### config.mk
export PLATFORM = sky130hd
export DESIGN_NAME = mips_run_ctrl_flat
export DESIGN_NICKNAME = d
export VERILOG_FILES = /design/src/rtl/mips_run_ctrl_if.sv /design/src/rtl/mips_run_ctrl.sv /design/src/flat_wrapper.sv
export SDC_FILE = /design/constraint.sdc
export NUM_CORES = 1
export LEC_CHECK = 0
export BUFFER_PORTS_ARGS = -buffer_cell sky130_fd_sc_hd__buf_2
export CAP_MARGIN = 20
export CORE_ASPECT_RATIO = 0.9
export CORE_MARGIN = 4
export CORE_UTILIZATION = 42
export DETAILED_ROUTE_END_ITERATION = 8
export PLACE_DENSITY = 0.7
export SLEW_MARGIN = 25
export SYNTH_ARGS = -nofsm -noshare
export SYNTH_HDL_FRONTEND = slang
export SYNTH_SLANG_ARGS = --single-unit
### constraint.sdc
create_clock -name i_clock -period 2.8 [get_ports i_clock]
set_input_delay 0.42 -clock i_clock [delete_from_list [all_inputs] [get_ports i_clock]]
set_output_delay 0.42 -clock i_clock [all_outputs]
set_load 0.02 [all_outputs]
### src/rtl/mips_run_ctrl_if.sv
// Stimulus/datapath bundle for the MIPS run-control sequencer.
// The slave side is the sequencer; the master side is the load/debug driver and datapath.
interface mips_run_ctrl_if #(
    parameter int DATA_WIDTH = 32,
    parameter int ADDR_WIDTH = 8,
    parameter int CNT_WIDTH  = 32
);
    logic                  i_loading;
    logic                  i_load_valid;
    logic [DATA_WIDTH-1:0] i_instruccion;
    logic [DATA_WIDTH-1:0] i_address;
    logic                  i_start;
    logic                  i_step_mode;
    logic                  i_step;
    logic                  i_halt_id;
    logic                  o_imem_we;
    logic [ADDR_WIDTH-1:0] o_imem_addr;
    logic [DATA_WIDTH-1:0] o_imem_data;
    logic                  o_pipe_enable;
    logic                  o_pipe_clear;
    logic                  o_finish;
    logic                  o_load_error;
    logic [CNT_WIDTH-1:0]  o_cycle_count;
    logic [2:0]            o_state;

    modport slave (
        input  i_loading, i_load_valid, i_instruccion, i_address,
               i_start, i_step_mode, i_step, i_halt_id,
        output o_imem_we, o_imem_addr, o_imem_data, o_pipe_enable, o_pipe_clear,
               o_finish, o_load_error, o_cycle_count, o_state
    );

    modport master (
        output i_loading, i_load_valid, i_instruccion, i_address,
               i_start, i_step_mode, i_step, i_halt_id,
        input  o_imem_we, o_imem_addr, o_imem_data, o_pipe_enable, o_pipe_clear,
               o_finish, o_load_error, o_cycle_count, o_state
    );
endinterface

### src/rtl/mips_run_ctrl.sv
// Run-control sequencer: program load, pipeline clear, free-run/single-step
// execution and HALT drain, driving the pipeline enable and completion flag.
module mips_run_ctrl #(
    parameter int DATA_WIDTH   = 32,
    parameter int ADDR_WIDTH   = 8,
    parameter int CNT_WIDTH    = 32,
    parameter int DRAIN_CYCLES = 4
) (
    input logic            i_clock,
    input logic            i_reset,
    mips_run_ctrl_if.slave bus
);
    localparam int DRAIN_W = $clog2(DRAIN_CYCLES + 1);

    typedef enum logic [2:0] {
        S_IDLE      = 3'd0,
        S_LOAD      = 3'd1,
        S_CLEAR     = 3'd2,
        S_RUN       = 3'd3,
        S_STEP_WAIT = 3'd4,
        S_STEP      = 3'd5,
        S_DRAIN     = 3'd6,
        S_DONE      = 3'd7
    } state_t;

    state_t                state;
    state_t                next_state;
    logic                  start_prev;
    logic                  step_prev;
    logic                  start_edge;
    logic                  step_edge;
    logic [DRAIN_W-1:0]    drain_cnt;
    logic [CNT_WIDTH-1:0]  cycle_count;
    logic                  load_error;
    logic                  addr_in_range;
    logic                  pipe_enable;
    logic                  pipe_clear;
    logic                  vld_p1;
    logic [ADDR_WIDTH-1:0] imem_addr_p1;
    logic [DATA_WIDTH-1:0] imem_data_p1;

    assign start_edge    = bus.i_start & ~start_prev;
    assign step_edge     = bus.i_step & ~step_prev;
    assign addr_in_range = (bus.i_address[DATA_WIDTH-1:ADDR_WIDTH] == '0);

    always_comb begin
        next_state  = state;
        pipe_enable = 1'b0;
        pipe_clear  = 1'b0;
        case (state)
            S_IDLE: begin
                // Load request outranks a same-cycle start edge.
                if (bus.i_loading)   next_state = S_LOAD;
                else if (start_edge) next_state = S_CLEAR;
            end
            S_LOAD: begin
                if (!bus.i_loading) next_state = S_IDLE;
            end
            S_CLEAR: begin
                pipe_clear = 1'b1;
                next_state = bus.i_step_mode ? S_STEP_WAIT : S_RUN;
            end
            S_RUN: begin
                pipe_enable = 1'b1;
                if (bus.i_loading)        next_state = S_LOAD;
                else if (bus.i_halt_id)   next_state = S_DRAIN;
                else if (bus.i_step_mode) next_state = S_STEP_WAIT;
            end
            S_STEP_WAIT: begin
                if (bus.i_loading)         next_state = S_LOAD;
                else if (step_edge)        next_state = S_STEP;
                else if (!bus.i_step_mode) next_state = S_RUN;
            end
            S_STEP: begin
                pipe_enable = 1'b1;
                if (bus.i_loading)      next_state = S_LOAD;
                else if (bus.i_halt_id) next_state = S_DRAIN;
                else                    next_state = S_STEP_WAIT;
            end
            S_DRAIN: begin
                pipe_enable = 1'b1;
                if (bus.i_loading) next_state = S_LOAD;
                else if (drain_cnt == DRAIN_W'(DRAIN_CYCLES - 1)) next_state = S_DONE;
            end
            S_DONE: begin
                if (bus.i_loading)   next_state = S_LOAD;
                else if (start_edge) next_state = S_CLEAR;
            end
            default: next_state = S_IDLE;
        endcase
    end

    always_ff @(posedge i_clock or negedge i_reset) begin
        if (!i_reset) begin
            state       <= S_IDLE;
            start_prev  <= 1'b0;
            step_prev   <= 1'b0;
            drain_cnt   <= '0;
            cycle_count <= '0;
            load_error  <= 1'b0;
        end else begin
            state      <= next_state;
            start_prev <= bus.i_start;
            step_prev  <= bus.i_step;
            drain_cnt  <= (state == S_DRAIN) ? drain_cnt + 1'b1 : '0;
            // Count reads zero for the whole clear pulse, then saturates.
            if (next_state == S_CLEAR)
                cycle_count <= '0;
            else if (pipe_enable && (cycle_count != '1))
                cycle_count <= cycle_count + 1'b1;
            if ((state != S_LOAD) && (next_state == S_LOAD))
                load_error <= 1'b0;
            else if ((state == S_LOAD) && bus.i_load_valid && !addr_in_range)
                load_error <= 1'b1;
        end
    end

    // Stage p1: registered instruction-memory write port
    always_ff @(posedge i_clock or negedge i_reset) begin
        if (!i_reset) begin
            vld_p1       <= 1'b0;
            imem_addr_p1 <= '0;
            imem_data_p1 <= '0;
        end else begin
            vld_p1 <= (state == S_LOAD) && bus.i_load_valid && addr_in_range;
            if ((state == S_LOAD) && bus.i_load_valid && addr_in_range) begin
                imem_addr_p1 <= bus.i_address[ADDR_WIDTH-1:0];
                imem_data_p1 <= bus.i_instruccion;
            end
        end
    end

    assign bus.o_imem_we     = vld_p1;
    assign bus.o_imem_addr   = imem_addr_p1;
    assign bus.o_imem_data   = imem_data_p1;
    assign bus.o_pipe_enable = pipe_enable;
    assign bus.o_pipe_clear  = pipe_clear;
    assign bus.o_finish      = (state == S_DONE);
    assign bus.o_load_error  = load_error;
    assign bus.o_cycle_count = cycle_count;
    assign bus.o_state       = state;
endmodule
### src/flat_wrapper.sv
// flat-port wrapper written by rule: the top's interface ports become plain ports
module mips_run_ctrl_flat 
#(
    parameter int DATA_WIDTH   = 32,
    parameter int ADDR_WIDTH   = 8,
    parameter int CNT_WIDTH    = 32,
    parameter int DRAIN_CYCLES = 4
)
  (i_clock, i_reset, bus_i_loading, bus_i_load_valid, bus_i_instruccion, bus_i_address, bus_i_start, bus_i_step_mode, bus_i_step, bus_i_halt_id, bus_o_imem_we, bus_o_imem_addr, bus_o_imem_data, bus_o_pipe_enable, bus_o_pipe_clear, bus_o_finish, bus_o_load_error, bus_o_cycle_count, bus_o_state);
  mips_run_ctrl_if #(.DATA_WIDTH(DATA_WIDTH), .ADDR_WIDTH(ADDR_WIDTH), .CNT_WIDTH(CNT_WIDTH)) bus_i ();
  input logic i_clock;
  input logic i_reset;
  input wire logic [$bits(bus_i.i_loading)-1:0] bus_i_loading;
  input wire logic [$bits(bus_i.i_load_valid)-1:0] bus_i_load_valid;
  input wire logic [$bits(bus_i.i_instruccion)-1:0] bus_i_instruccion;
  input wire logic [$bits(bus_i.i_address)-1:0] bus_i_address;
  input wire logic [$bits(bus_i.i_start)-1:0] bus_i_start;
  input wire logic [$bits(bus_i.i_step_mode)-1:0] bus_i_step_mode;
  input wire logic [$bits(bus_i.i_step)-1:0] bus_i_step;
  input wire logic [$bits(bus_i.i_halt_id)-1:0] bus_i_halt_id;
  output wire logic [$bits(bus_i.o_imem_we)-1:0] bus_o_imem_we;
  output wire logic [$bits(bus_i.o_imem_addr)-1:0] bus_o_imem_addr;
  output wire logic [$bits(bus_i.o_imem_data)-1:0] bus_o_imem_data;
  output wire logic [$bits(bus_i.o_pipe_enable)-1:0] bus_o_pipe_enable;
  output wire logic [$bits(bus_i.o_pipe_clear)-1:0] bus_o_pipe_clear;
  output wire logic [$bits(bus_i.o_finish)-1:0] bus_o_finish;
  output wire logic [$bits(bus_i.o_load_error)-1:0] bus_o_load_error;
  output wire logic [$bits(bus_i.o_cycle_count)-1:0] bus_o_cycle_count;
  output wire logic [$bits(bus_i.o_state)-1:0] bus_o_state;
  assign bus_i.i_loading = bus_i_loading;
  assign bus_i.i_load_valid = bus_i_load_valid;
  assign bus_i.i_instruccion = bus_i_instruccion;
  assign bus_i.i_address = bus_i_address;
  assign bus_i.i_start = bus_i_start;
  assign bus_i.i_step_mode = bus_i_step_mode;
  assign bus_i.i_step = bus_i_step;
  assign bus_i.i_halt_id = bus_i_halt_id;
  assign bus_o_imem_we = bus_i.o_imem_we;
  assign bus_o_imem_addr = bus_i.o_imem_addr;
  assign bus_o_imem_data = bus_i.o_imem_data;
  assign bus_o_pipe_enable = bus_i.o_pipe_enable;
  assign bus_o_pipe_clear = bus_i.o_pipe_clear;
  assign bus_o_finish = bus_i.o_finish;
  assign bus_o_load_error = bus_i.o_load_error;
  assign bus_o_cycle_count = bus_i.o_cycle_count;
  assign bus_o_state = bus_i.o_state;
  mips_run_ctrl #(.DATA_WIDTH(DATA_WIDTH), .ADDR_WIDTH(ADDR_WIDTH), .CNT_WIDTH(CNT_WIDTH), .DRAIN_CYCLES(DRAIN_CYCLES)) u_core (.i_clock(i_clock), .i_reset(i_reset), .bus(bus_i));
endmodule
### Yosys cells after proc, flatten, opt, wreduce, memory -nomap -nowiden

Index checks and enable logic that the tools add are counted.

* logic and storage cells: 61
* register bits: 82
* bits of input ports: 72
* memory bits (writable): 0
* bits in read-only memories: 0
* latch bits: 0
* memories kept: 0
* output and inout port bits: 80

* divide/modulo/power cells: 0
* reductions and logical operators: 12
* eq/ne operators: 12
* mux-type cells: 22
* order comparisons: 0
* $mul: 0
* shifts and indexed selects: 0
* add/subtract/negate cells: 2
* bitwise gates (word level): 4

Operators by type and width (number)
* $mux W32: 2
* $mux W3: 14
* $add A32 B1 Y32 const B: 1
* $ne A32 B32 Y1 const B: 1
* $logic_not A24 Y1: 1
* $pmux W3 S7: 1
* $eq A3 B2 Y1 const B: 4
* $eq A3 B3 Y1 const B: 4
* $eq A3 B1 Y1 const B: 2
* $logic_and A1 B1 Y1: 5
* $mux W1: 4
* $reduce_bool A2 Y1: 2
* $add A3 B1 Y3 const B: 1
* $logic_not A3 Y1: 1
* $ne A3 B1 Y1 const B: 1
* $reduce_or A3 Y1: 1
* $and A1 B1 Y1: 2
* $mux W2: 1
* $not A1 Y1: 2
* $reduce_or A2 Y1: 1
* $logic_not A1 Y1: 1

### Depth between registers and ports, before layout

* depth after elaboration: 8
* depth in mapped cells: 9
* mapped depth without buffers: 7

### Worst setup path after synthesis

No wires, ideal clock.

* path type: flip-flop to flip-flop
* start point: register u_core.cycle_count[0] (netlist: u_core.bus.o_cycle_count[0])
* end point: register u_core.cycle_count[3] (netlist: u_core.bus.o_cycle_count[3])
* required time: 2.679 ns
* clock period less this slack: 2.083 ns
* library setup time: 0.121 ns
* cell stages (with the launch flop): 9
* slack: 0.717 ns
* data arrival time: 1.962 ns
* cell sequence: dfrtp_1 -> ha_1 -> nand3_1 -> or2_1 -> nor4b_4 -> nor2_2 -> buf_6 -> mux2i_1 -> o21ai_1

* longest elaborated chain between the ends: 3
* elaborated cells between the ends (all ways): 6
* classes of those cells: add/sub (1); eq/ne (1); mux (2); reduce/logical (2)

RTL lines
* start: declaration: RTL line mips_run_ctrl.sv:33 `logic [CNT_WIDTH-1:0] cycle_count;`
* start signal: assignment: RTL line mips_run_ctrl.sv:110 `cycle_count <= cycle_count + 1'b1;`
* $add A32 B1 Y32 or $ne A32 B32 Y1 (tied branches): RTL line mips_run_ctrl.sv:110, mips_run_ctrl.sv:109
* $mux W32 or $logic_and A1 B1 Y1 (tied branches): RTL line mips_run_ctrl.sv:109 `else if (pipe_enable && (cycle_count != '1))`
* $mux W32 or $reduce_bool A2 Y1 (tied branches)

Parallel ways exist; a longest one is shown, timed or not. The select of a mux whose other input is x is not followed.
A chain may end at the register's enable or synchronous reset.

### Final worst setup path

* start point: register u_core.state[0] (netlist: u_core.bus.o_state[0])
* end point: output bus_o_pipe_enable

* longest elaborated chain between the ends: 3
* elaborated cells between the ends (all ways): 5
* classes of those cells: eq/ne (3); mux (1); reduce/logical (1)

RTL lines
* start: declaration: RTL line mips_run_ctrl.sv:26 `state_t state;`
* start signal: assignment: RTL line mips_run_ctrl.sv:102 `state <= next_state;`
* $eq A3 B2 Y1 or $eq A3 B3 Y1 (tied branches): RTL line mips_run_ctrl.sv:50 `case (state)`
* $reduce_or A3 Y1 (no line) *
* $mux W1 *: RTL line mips_run_ctrl.sv:50
* end: declaration: RTL line flat_wrapper.sv:24 `output wire logic [$bits(bus_i.o_pipe_enable)-1:0] bus_o_pipe_enable;`

Mark *: on every way between the ends. The rest lies on a longest branch, timed or not.

==> reports/metrics.cfg <==
[run_status]
status = finished, final reports clean

[timing]
timing.final.crit_share = 0.862
slew_violations = 0
worstMarginPinSlew_ns = 0.739
clock-skew-final_ns = 0.0112
rsz0062_at_grt = false
fmax_ghz = 0.414
final-hold-violation-count = 0
finalSetupTns_ns = 0
finalSetupViolCount = 0
post-route-min-period_ns = 2.41
slew_headroom = 0.508

[clock_tree]
cts_hold_buffers = 0
numCtsBuffers = 9
cts_resized = 0
cts_setup_buffers = 0
insertion_delay_ns = 0.34
cts_max_level = 3
clock-sinks = 82
clk_pin_slew_ns = 0.09
cts_tree = yes
cts-root-buf = clkbuf_8
cts_buffer_depth = 2

[worst_setup_path]
path_class = flip-flop to output port
worstPathMaxFanout = 17
rr_startpoint = u_core.bus.o_state[1]$_DFF_PN0_
r2r_slack_ns = 0.46
critPathRequiredTime_ns = 2.38
setup.worst_path.end_class = output port
startpoint_type = flip-flop
r2r-end = u_core.bus.o_cycle_count[10]$_DFFE_PN0P_
r2r_cells = 6
crit_arrival_ns = 1.99

[grt]
track_usage = 0.174
antenna_found_initial = 0
grt_max_degree = 83
grt_pass1_wl_mm = 16.3
grt_overflow = 0
grt_pass1_vias = 3406

[floorplan]
die-area_mm2 = 0.0113
row_count = 33
core_mm2 = 0.00929
die_width_um = 112
io_pins = 152
die_h_um = 101
initial_core_util = 0.437

[power_and_ir_drop]
swShare = 0.390
power_density_mw_per_mm2 = 697
clock_power_share = 0.237
report.power.total_mw = 3.54
pwr-share-comb = 0.306
internal_power_mw = 2.16
max-vdd-ir-drop_mv = 0.424
p_sw_mw = 1.38
seq_power_share = 0.456
cellLeakagePower_nw = 2.66

[routing]
wl_per_cell_um = 15.6
wirelength_mm = 9.80
via_per_inst = 5.27
dr.first_iter.drc_count = 109
dr.pass1.iters = 5
vias = 3308
drc = 0
ant_nets = 0

[final_layout]
instances_no_fill = 628
antenna_cells = 0
nNetsFinal = 577
drive_gt1_frac = 0.460
syn_to_final_growth_pct = 25.1
num-fill-cells = 870

[logic_synthesis]
synth-async-reset-ratio = 1.00
syn_inst = 353
synth_top_area_share = 0.505
syn_area_per_cell_um2 = 11.5
synth_flop_cell = dfrtp_1
syn_nets = 428
synth.area.top_cells = dfrtp_1, mux2_2, nand3_1
yosys.cell_types.count = 55
synth.yosys.seq_area_share = 0.505
yosysTopAreaCell = dfrtp_1
synthesis.area_mm2 = 0.00406
ys_ff_latch = 82
yosys_warnings = 0
synth_edf_count = 0

[worst_hold_path]
hp-class = input port to async pin

[placed_design]
dp_cells = 613
hpwl_mm = 7.38
place_congestion = 0.892
port_buffers = 151

[run]
maxCapViolations = 0

[layout by cell type (no fill, tap or decap), types with 4 or more instances in the layout]
cell	instances
buf_2	150
dfrtp_1	82
mux2_2	42
nor2_1	24
nand2_1	22
nand3_1	20
nor4_1	11
a21oi_1	9
xor2_1	9
clkbuf_8	9
nor3_1	8
xnor2_1	8
nand4_1	7
and3_1	6
o21ai_1	6
inv_1	5
a31oi_1	5
mux2i_1	5
o211ai_1	5
o21ai_0	5
a21o_1	4
or3_1	4
[kinds of logic after synthesis]
logic type | share of synthesized area
AOI/OAI and AO/OA | 0.0825
xor gates and xnor gates | 0.0366
adders and majority gates | 0.00924
buffers and inverters | 0.0366
DFF | 0.505
muxes | 0.129
and+or+nand+nor | 0.201
[critical path, cell delays in order (launching register included)]
cell,delay (ns)
dfrtp_1,0.66
xnor2_1,0.17
a21o_1,0.39
clkinv_4,0.22
buf_2,0.22
[worst max path at each step]
stage / slack [ns] / startpoint / end
CTS: 0.38 / u_core.bus.o_state[0]$_DFF_PN0_ / bus_o_pipe_enable
global placement: 0.56 / u_core.bus.o_state[1]$_DFF_PN0_ / u_core.bus.o_cycle_count[10]$_DFFE_PN0P_
floorplan: 0.72 / u_core.bus.o_cycle_count[0]$_DFFE_PN0P_ / u_core.bus.o_cycle_count[3]$_DFFE_PN0P_
global route: 0.24 / u_core.bus.o_state[0]$_DFF_PN0_ / bus_o_pipe_enable
detailed placement: 0.46 / u_core.bus.o_state[1]$_DFF_PN0_ / u_core.bus.o_cycle_count[10]$_DFFE_PN0P_
finish: 0.39 / u_core.bus.o_state[0]$_DFF_PN0_ / bus_o_pipe_enable
[sequential cells by signal (all words and copies together), names as in the netlist]
signal	flops
u_core.bus.o_cycle_count	32
u_core.drain_cnt	3
u_core.bus.o_state	3
u_core.bus.o_imem_we	1
u_core.step_prev	1
u_core.bus.o_load_error	1
u_core.bus.o_imem_data	32
u_core.bus.o_imem_addr	8
u_core.start_prev	1
[synthesized netlist by cell type (3+ instances only)]
master	n
a21o_1	4
nand2_1	22
o211ai_1	5
and4_4	3
or3_1	4
nor2_1	24
dfrtp_1	82
nand2b_1	3
o21ai_1	6
ha_1	3
nor3_1	8
buf_4	6
nand3_1	20
o21ai_0	5
mux2i_1	5
nand4_4	3
nand4_1	7
mux2_2	42
and3_1	6
nor2b_1	3
nor4_1	11
buf_6	5
xnor2_1	8
or2_2	3
buf_2	4
xor2_1	9
a31oi_1	5
a21oi_1	9
inv_1	5
[area by class of cell]
class / count / area, um2 / share of cell area
repair buffers: 153 / 790 / 0.155
inverters: 6 / 27.5 / 0.00542
clock buffers: 9 / 124 / 0.0244
well taps: 122 / 153 / 0.0300
flip-flops and latches: 82 / 2050 / 0.404
clock inverters: 6 / 67.6 / 0.0133
multi-input cells: 250 / 1870 / 0.368
[power groups by stage]
stage / clock network (mW) / logic [mW] / registers (mW)
6_report: 0.841 / 1.09 / 1.62
2_1_floorplan: 0 / 0.630 / 1.76
3_5_place_dp: 0 / 1.10 / 1.64
5_1_grt: 0.924 / 1.20 / 1.66
4_1_cts: 0.874 / 1.10 / 1.61
3_3_place_gp: 0 / 1.08 / 1.63
[metrics by stage]
stage / instance area (um2) / utilization / setup WS (ns) / hold WS, ns
6_report: 5080 / 0.547 / 0.387 / 0.101
5_1_grt: 5080 / 0.547 / 0.243 / 0.146
4_1_cts: 5080 / 0.547 / 0.385 / 0.178
3_5_place_dp: 4890 / 0.526 / 0.461 / 0.455
3_3_place_gp: 4890 / 0.526 / 0.562 / 0.428
2_1_floorplan: 4060 / - / 0.717 / 0.124
[routing by layer]
layer | share of wire | up-vias | global-route usage
li1 | - | 1586 | -
met1 | 0.43 | 1609 | 0.222
met2 | 0.48 | 103 | 0.286
met3 | 0.069 | 10 | 0.0609
met4 | 0.014 | 0 | 0.0477
met5 | 0 | - | 0
(Power assumes the default switching activity.)
